`src/rtl/floor_request_queue_if.sv`:
```
// Elevator-facing bundle of the floor request queue.
// master = queue side (drives head request/status), slave = elevator side.
interface floor_request_queue_if #(
    parameter int NUM_FLOORS = 4
);
    localparam int CW = $clog2(NUM_FLOORS) + 1;

    logic                  arr_valid;
    logic [NUM_FLOORS-1:0] arr_floor;
    logic [NUM_FLOORS-1:0] F;
    logic                  en;
    logic [NUM_FLOORS-1:0] pending;
    logic [CW-1:0]         count;
    logic                  err;

    modport master (
        input  arr_valid, arr_floor,
        output F, en, pending, count, err
    );

    modport slave (
        output arr_valid, arr_floor,
        input  F, en, pending, count, err
    );
endinterface

```
`src/rtl/floor_request_queue.sv`:
```
// Call button conditioner + arrival-order floor request queue.
// Define FLOOR_REQ_DEBOUNCE_EN to include the per-button debounce counters.
module floor_request_queue #(
    parameter int NUM_FLOORS      = 4,
    parameter int DEBOUNCE_CYCLES = 1000000
) (
    input  logic                  clk,
    input  logic                  rst_n,
    input  logic [NUM_FLOORS-1:0] call_raw,
    input  logic                  run_raw_n,
    floor_request_queue_if.master bus
);
    localparam int N  = NUM_FLOORS;
    localparam int IW = (N > 1) ? $clog2(N) : 1;
    localparam int CW = $clog2(N) + 1;

    if (DEBOUNCE_CYCLES < 1) begin : g_bad_debounce
        $error("DEBOUNCE_CYCLES must be at least 1");
    end

    logic [N-1:0] call_s1, call_s2;
    logic [N-1:0] level, level_d;
    logic         run_s1, run_s2;

    always_ff @(posedge clk or negedge rst_n) begin
        if (!rst_n) begin
            call_s1 <= '0;
            call_s2 <= '0;
            run_s1  <= 1'b1;
            run_s2  <= 1'b1;
            level_d <= '0;
        end else begin
            call_s1 <= call_raw;
            call_s2 <= call_s1;
            run_s1  <= run_raw_n;
            run_s2  <= run_s1;
            level_d <= level;
        end
    end

`ifdef FLOOR_REQ_DEBOUNCE_EN
    localparam int DW = $clog2(DEBOUNCE_CYCLES + 1);
    logic [DW-1:0] db_cnt [N];

    always_ff @(posedge clk or negedge rst_n) begin
        if (!rst_n) begin
            level <= '0;
            for (int i = 0; i < N; i++) db_cnt[i] <= '0;
        end else begin
            for (int i = 0; i < N; i++) begin
                if (call_s2[i] == level[i]) begin
                    db_cnt[i] <= '0;
                end else if (db_cnt[i] == DW'(DEBOUNCE_CYCLES - 1)) begin
                    level[i]  <= call_s2[i];
                    db_cnt[i] <= '0;
                end else begin
                    db_cnt[i] <= db_cnt[i] + 1'b1;
                end
            end
        end
    end
`else
    assign level = call_s2;
`endif

    logic [IW-1:0] q [N];
    logic [IW-1:0] q_n [N];
    logic [IW-1:0] head, head_n, tail, tail_n;
    logic [CW-1:0] count, count_n;
    logic [N-1:0]  pending, pending_n;
    logic [N-1:0]  ev, head_oh;
    logic          err, arr_oh, pop, empty;

    function automatic logic [IW-1:0] ptr_inc(input logic [IW-1:0] p);
        return (p == IW'(N - 1)) ? '0 : p + 1'b1;
    endfunction

    assign ev      = level & ~level_d;
    assign empty   = (count == '0);
    assign head_oh = empty ? '0 : (N'(1) << q[head]);
    assign arr_oh  = (bus.arr_floor != '0) &&
                     ((bus.arr_floor & (bus.arr_floor - 1'b1)) == '0);
    assign pop     = bus.arr_valid && arr_oh && !empty &&
                     (bus.arr_floor == head_oh);

    // Pop clears the head's pending bit first, so a same-cycle call re-enqueues it.
    always_comb begin
        q_n       = q;
        head_n    = head;
        tail_n    = tail;
        count_n   = count;
        pending_n = pending;
        if (pop) begin
            pending_n[q[head]] = 1'b0;
            head_n             = ptr_inc(head);
            count_n            = count - 1'b1;
        end
        for (int i = 0; i < N; i++) begin
            if (ev[i] && !pending_n[i]) begin
                q_n[tail_n]  = IW'(i);
                tail_n       = ptr_inc(tail_n);
                pending_n[i] = 1'b1;
                count_n      = count_n + 1'b1;
            end
        end
    end

    always_ff @(posedge clk or negedge rst_n) begin
        if (!rst_n) begin
            for (int i = 0; i < N; i++) q[i] <= '0;
            head    <= '0;
            tail    <= '0;
            count   <= '0;
            pending <= '0;
            err     <= 1'b0;
        end else begin
            q       <= q_n;
            head    <= head_n;
            tail    <= tail_n;
            count   <= count_n;
            pending <= pending_n;
            if (bus.arr_valid && !arr_oh) err <= 1'b1;
        end
    end

    assign bus.F       = head_oh;
    assign bus.en      = !run_s2 && !empty;
    assign bus.pending = pending;
    assign bus.count   = count;
    assign bus.err     = err;
endmodule

```
`src/flat_wrapper.sv`:
```
// flat-port wrapper written by rule: the top's interface ports become plain ports
module floor_request_queue_flat 
#(
    parameter int NUM_FLOORS      = 4,
    parameter int DEBOUNCE_CYCLES = 1000000
)
  (clk, rst_n, call_raw, run_raw_n, bus_arr_valid, bus_arr_floor, bus_F, bus_en, bus_pending, bus_count, bus_err);
  floor_request_queue_if #(.NUM_FLOORS(NUM_FLOORS)) bus_i ();
  input  logic clk;
  input  logic rst_n;
  input  logic [NUM_FLOORS-1:0] call_raw;
  input  logic run_raw_n;
  input wire logic [$bits(bus_i.arr_valid)-1:0] bus_arr_valid;
  input wire logic [$bits(bus_i.arr_floor)-1:0] bus_arr_floor;
  output wire logic [$bits(bus_i.F)-1:0] bus_F;
  output wire logic [$bits(bus_i.en)-1:0] bus_en;
  output wire logic [$bits(bus_i.pending)-1:0] bus_pending;
  output wire logic [$bits(bus_i.count)-1:0] bus_count;
  output wire logic [$bits(bus_i.err)-1:0] bus_err;
  assign bus_i.arr_valid = bus_arr_valid;
  assign bus_i.arr_floor = bus_arr_floor;
  assign bus_F = bus_i.F;
  assign bus_en = bus_i.en;
  assign bus_pending = bus_i.pending;
  assign bus_count = bus_i.count;
  assign bus_err = bus_i.err;
  floor_request_queue #(.NUM_FLOORS(NUM_FLOORS), .DEBOUNCE_CYCLES(DEBOUNCE_CYCLES)) u_core (.clk(clk), .rst_n(rst_n), .call_raw(call_raw), .run_raw_n(run_raw_n), .bus(bus_i));
endmodule
```
`config.mk`:
```
export PLATFORM = sky130hd
export DESIGN_NAME = floor_request_queue_flat
export DESIGN_NICKNAME = d
export VERILOG_FILES = /design/src/rtl/floor_request_queue_if.sv /design/src/rtl/floor_request_queue.sv /design/src/flat_wrapper.sv
export SDC_FILE = /design/constraint.sdc
export NUM_CORES = 1
export LEC_CHECK = 0
export CAP_MARGIN = 5
export CORE_MARGIN = 1.5
export CORE_UTILIZATION = 58
export CTS_BUF_LIST = sky130_fd_sc_hd__clkbuf_4
export DETAILED_ROUTE_END_ITERATION = 10
export MAX_ROUTING_LAYER = met4
export PLACE_DENSITY_LB_ADDON = 0.25
export REMOVE_ABC_BUFFERS = 1
export SLEW_MARGIN = 10
export SYNTH_ARGS = -nofsm -noshare
export SYNTH_HDL_FRONTEND = slang
export SYNTH_SLANG_ARGS = --single-unit
export TNS_END_PERCENT = 100
```
`constraint.sdc`:
```
create_clock -name clk -period 6.2 [get_ports clk]
set_input_delay 1.24 -clock clk [delete_from_list [all_inputs] [get_ports clk]]
set_output_delay 1.24 -clock clk [all_outputs]
set_load 0.005 [all_outputs]
```
## Word level (Yosys, flattened, before mapping)

Cells that the tools add are included.

- Add/sub/neg operators: 11
- Magnitude comparators: 11
- Equality and inequality tests: 6
- Shift-type cells: 1
- Multiplexer cells: 37
- Bitwise operators: 19
- Reduce and logical (&&, ||, !) cells: 25

Operator list:

| kind | count |
|---|---|
| $mux W8 | 4 |
| $mux W2 | 15 |
| $and A4 B4 Y4 | 5 |
| $demux W2 S2 | 4 |
| $not A4 Y4 | 4 |
| $ge A3 B3 Y1 const B | 5 |
| $logic_and A1 B1 Y1 | 15 |
| $mux W3 | 5 |
| $not A2 Y3 | 5 |
| $add A3 B1 Y3 const B | 4 |
| $lt A3 B1 Y1 const B | 4 |
| $add A2 B1 Y2 const B | 5 |
| $eq A2 B2 Y1 const B | 5 |
| $and A8 B8 Y8 | 1 |
| $mux W4 | 2 |
| $not A8 Y8 | 1 |
| $or A4 B4 Y4 | 2 |
| $or A8 B8 Y8 | 1 |
| $logic_not A1 Y1 | 7 |
| $mux W1 | 5 |
| $bmux W2 S2 | 1 |
| $eq A4 B4 Y1 | 1 |
| $logic_not A4 Y1 | 1 |
| $reduce_bool A4 Y1 | 1 |
| 7 further kinds | 7 |

- Register bits after elaboration: 34
- Input bits: 12
- Output and inout port bits: 13
- Logic and storage cells: 124

## Depth between registers and ports, before layout

Gate-level depths: netlist of the first run.

- Word-level depth: 27
- Gate-level depth with buffers: 21
- Mapped depth without buffers: 21

## Worst setup path before layout of the first run

Ideal clock, no wire load.

- Path type: input port to flip-flop
- From: in bus_arr_floor[1]
- To: reg u_core.count[2], in the netlist u_core.bus.count[2]
- Library setup time: 0.079 ns
- Data arrival time: 4.692 ns
- Data required time: 6.121 ns
- Slack: 1.429 ns
- Stages: 19
- Buffers on the path: 0
- Path through: nor4b_1 -> a211o_1 -> o2111ai_2 -> a31oi_4 -> mux2i_1 -> ha_1 -> nand2_1 -> nor2_1 -> a221o_1 -> nor3_1 -> ha_1 -> nand2_1 -> o41ai_2 -> ha_1 -> nand2_1 -> xor2_1 -> xnor2_1 -> xnor2_1 -> xor2_1

- Cells in the longest elaborated chain, start to end: 17
- Elaborated cells on any way between the ends: 27
- Those cells by class: add/sub: 5; eq/ne: 1; mux: 6; bitwise: 1; reduce/logical: 14

RTL lines:

| what | RTL line | RTL |
|---|---|---|
| from (decl) | flat_wrapper.sv:14 | `input wire logic [$bits(bus_i.arr_floor)-1:0] bus_arr_floor;` |
| $sub A4 B1 Y4 | floor_request_queue.sv:82 | `((bus.arr_floor & (bus.arr_floor - 1'b1)) == '0);` |
| $and A4 B4 Y4 | floor_request_queue.sv:82 |  |
| $logic_not A4 Y1 | floor_request_queue.sv:82 |  |
| $logic_and A1 B1 Y1 | floor_request_queue.sv:81 | `assign arr_oh = (bus.arr_floor != '0) &&` |
| $logic_and A1 B1 Y1 (2 in a row) | floor_request_queue.sv:83 | `assign pop = bus.arr_valid && arr_oh && !empty &&` |
| $logic_and A1 B1 Y1 (*) | floor_request_queue.sv:83 |  |
| parallel branches: the longest is 9 deep, another holds $add A3 B1 Y3 | -- |  |
| $mux W3 (*) | floor_request_queue.sv:99 | `if (ev[i] && !pending_n[i]) begin` |
| via u_core.count_n[2] | floor_request_queue.sv:69 | `logic [CW-1:0] count, count_n;` |
| to (signal assigned) | floor_request_queue.sv:120 | `count <= count_n;` |
| to (decl) | floor_request_queue.sv:69 |  |

Mark *: on every way through the listed nets, which the timed path passes.
A chain may end at the register's enable or synchronous reset.

## Final worst setup path of the first run

- From: in bus_arr_floor[3]
- To: reg u_core.count[2], in the netlist u_core.bus.count[2]

Same word-level chain as after synthesis.

==> out/qor.yml, run 1 <==
outcome:
  run_status: "complete, no violations"
placed_design:
  port_buffers: 24
  dpl.cell_count: 290
  gp_congestion: 0.866
  post-dp-hpwl_um: 3210
setup_path:
  critPathKind: "input pin to register"
  worstPathMaxFanout: 8
  cp.required_ns: 6.45
  reg2reg_from: "u_core.bus.count[0]$_DFF_PN0_"
  r2r_cells: 21
  cp-end-kind: "register"
  r2r_slack_ns: 0.99
  critPathLaunch: "bus_arr_floor[3]"
  r2r-end: "u_core.bus.count[2]$_DFF_PN0_"
  worstPathArrival_ns: 5.78
  worstSetupStartpointType: "input pin"
global_route:
  grt_pass1_wl_um: 7140
  grt_pass1_vias: 1579
  antenna_found_initial: 0
  grt_start_max_net_pins: 35
  overflow: 0
  grt_util_all_layers: 0.230
timing:
  drv_slew: 0
  relSlewSlack: 0.427
  period_needed_ns: 5.53
  timing.final.crit_share: 0.891
  finClkSkew_ns: 0.00791
  fmax_mhz: 181
  hold_viol_final: 0
  setup_violations: 0
  rsz0062_at_grt: "no"
  tightest_slew_ns: 0.860
  whs_ns: 0.355
  fin_tns_setup_ns: 0
logic_synthesis:
  syn_avg_cell_area_um2: 10.1
  synth.distinct_cells: 53
  yosys_warnings: 0
  yosys_most_used_dff: "dfrtp_1"
  yosysSeqAreaShare: 0.384
  synth-edff-count: 0
  ys_seq_elements: 34
  netlist_area_um2: 2220
  synthArstFlopShare: 1.00
  synth_cells: 220
floorplan:
  dieArea_um2: 4210
  start_util: 0.606
  die_w_um: 64.9
  fp.dieH_um: 64.9
  rows: 22
  ios: 25
  core_area_um2: 3660
clock_network:
  worstSkewPairLatency_ns: 0.34
  cts_resized: 0
  ctsHoldBuffers: 0
  path_clk_slew_ns: 0.10
  cts_buffers: 5
  cts-root-buf: "clkbuf_4"
  clock_sinks: 34
  cts_setup_buffers: 0
  cts_buffer_depth: 2
  htree_levels: 2
  cts_tree: "done"
min_path:
  min_path_cells: 0
  hold_class: "register to register"
  worstHoldStart: "u_core.call_s1[1]$_DFF_PN0_"
  whs_endpoint: "u_core.call_s2[1]$_DFF_PN0_"
detailed_routing:
  num_vias: 1687
  drc: 0
  drt_iter0_drc: 132
  final_antenna_net_count: 0
  viasPerCell: 5.66
  drtPass1Iterations: 4
  route.detailed.wl_per_inst_um: 14.2
  drt_wl_total_um: 4250
layout:
  layout_common_cells: "dfrtp_1 (32), nand2_1 (28), clkdlybuf4s50_1 (24), ha_1 (22), inv_1 (14)"
  drive_gt1_frac: 0.112
  n_antenna_cell: 0
  synthToLayoutAreaGrowth_pct: 16.9
  final_nets: 283
  final_common_cell: "dfrtp_1"
  nFillCells: 285
  regArea_um2: 853
  final-instance-count-excl-fill: 298
  multi_input_area_um2: 1280
power:
  vdd_drop_max_mv: 0.202
  power_mw: 1.00
  p_per_area_nw_per_um2: 387
  p_leak_nw: 1.12
job:
  cap_violations: 0
## synth_stat cells, types with 2 or more instances
master / instances / area, um2
a211oi_1: 2 / 15.0
a22oi_1: 4 / 30.0
mux4_2: 2 / 45.0
dfstp_2: 2 / 52.6
inv_1: 14 / 52.6
nor2_1: 11 / 41.3
nand3_1: 3 / 15.0
mux2_2: 3 / 33.8
and3_1: 3 / 18.8
nor3_1: 6 / 30.0
dfrtp_1: 32 / 801
o21ai_1: 4 / 20.0
and2_1: 7 / 43.8
nor4b_1: 2 / 17.5
buf_2: 3 / 15.0
nand2_1: 28 / 105
ha_1: 22 / 275
o2111ai_1: 2 / 17.5
a31oi_1: 5 / 31.3
o21ai_0: 7 / 35.0
xor2_1: 6 / 52.6
nor2b_1: 3 / 18.8
a21oi_1: 5 / 25.0
mux2i_1: 4 / 40.0
xnor2_1: 5 / 43.8
nand2b_1: 8 / 50.1
## where the power goes
part           switching, mW  internal [mW]
registers             0.0607          0.271
logic                  0.261          0.245
clock network         0.0718         0.0942
## worst max-delay path by stage
| stage | endpoint | cells past startpoint | slack, ns |
|---|---|---|---|
| after floorplan | u_core.bus.count[2]$_DFF_PN0_ | 19 | 1.43 |
| after global placement | u_core.bus.count[2]$_DFF_PN0_ | 20 | 0.71 |
| after detailed placement | u_core.bus.count[2]$_DFF_PN0_ | 20 | 0.42 |
| after CTS | u_core.bus.count[2]$_DFF_PN0_ | 20 | 0.73 |
| after global routing | u_core.bus.count[2]$_DFF_PN0_ | 20 | 0.36 |
| final | u_core.bus.count[2]$_DFF_PN0_ | 20 | 0.67 |
## cell type report
type,count,share of cell area
multi-input combinational,166,0.492
timing repair buffer,27,0.101
tap,48,0.0231
clock buffer,7,0.0203
clock inverter,1,0.0116
sequential,34,0.329
inverter,15,0.0227
## per-layer routing
layer,vias to the layer above,share of wire,global-route usage
met4,0,0.011,0.0479
met2,39,0.48,0.371
met5,-,0,-
met3,5,0.043,0.0521
met1,809,0.46,0.299
li1,834,-,-
## flip-flops by register name, indices dropped and copies added, names as in the netlist, 2 cells and up
name	flops
u_core.call_s2	4
u_core.bus.count	3
u_core.q	8
u_core.level_d	4
u_core.bus.pending	4
u_core.head	2
u_core.tail	2
u_core.call_s1	4
## logic make-up (layout without fill, tap and decap cells)
| family | count (synthesis) | count (layout) | synth area share |
|---|---|---|---|
| buf+inv | 20 | 50 | 0.0400 |
| compound gates | 42 | 42 | 0.143 |
| fa+ha+maj | 22 | 22 | 0.124 |
| flops | 34 | 34 | 0.384 |
| mux | 12 | 12 | 0.0772 |
| simple gates | 77 | 77 | 0.174 |
| xor+xnor | 13 | 13 | 0.0581 |
## critical path, stage by stage
cell and delay (ns):
clkdlybuf4s50_1 0.50, nor4b_1 0.44, a211o_1 0.21, o2111ai_2 0.15, a31oi_4 0.32, mux2i_1 0.47
ha_1 0.32, nand2_1 0.06, nor2_1 0.04, a221o_1 0.35, nor3_1 0.15, ha_1 0.25
nand2_1 0.08, o41ai_2 0.08, ha_1 0.25, nand2_1 0.07, xor2_1 0.20, xnor2_1 0.18
xnor2_1 0.18, xor2_1 0.23
## metrics by stage
step / util / instance area, um2 / setup slack (ns)
6_report: 0.709 / 2590 / 0.674
4_1_cts: 0.709 / 2590 / 0.731
2_1_floorplan: - / 2190 / 1.43
5_1_grt: 0.709 / 2590 / 0.358
3_5_place_dp: 0.686 / 2510 / 0.421
3_3_place_gp: 0.686 / 2510 / 0.712
Note: power is estimated with default switching activity, not from simulation.
==> run 2, diff against run 1 <==
--- a/config.mk
+++ b/config.mk
@@ -10,9 +10,11 @@
 export CORE_UTILIZATION = 58
 export CTS_BUF_LIST = sky130_fd_sc_hd__clkbuf_4
 export DETAILED_ROUTE_END_ITERATION = 10
+export HOLD_SLACK_MARGIN = 0.03
 export MAX_ROUTING_LAYER = met4
 export PLACE_DENSITY_LB_ADDON = 0.25
 export REMOVE_ABC_BUFFERS = 1
+export SKIP_LAST_GASP = 1
 export SLEW_MARGIN = 10
 export SYNTH_ARGS = -nofsm -noshare
 export SYNTH_HDL_FRONTEND = slang
==> results of run 2 <==
The final DEF is identical to that of run 1; final timing and power are the same.
==> run 3, diff against run 2 <==
--- a/config.mk
+++ b/config.mk
@@ -9,12 +9,12 @@
 export CORE_MARGIN = 1.5
 export CORE_UTILIZATION = 58
 export CTS_BUF_LIST = sky130_fd_sc_hd__clkbuf_4
+export CTS_CLUSTER_DIAMETER = 50
 export DETAILED_ROUTE_END_ITERATION = 10
 export HOLD_SLACK_MARGIN = 0.03
 export MAX_ROUTING_LAYER = met4
 export PLACE_DENSITY_LB_ADDON = 0.25
 export REMOVE_ABC_BUFFERS = 1
-export SKIP_LAST_GASP = 1
 export SLEW_MARGIN = 10
 export SYNTH_ARGS = -nofsm -noshare
 export SYNTH_HDL_FRONTEND = slang
==> results of run 3 <==
The final DEF is identical to that of run 1; final timing and power are the same.
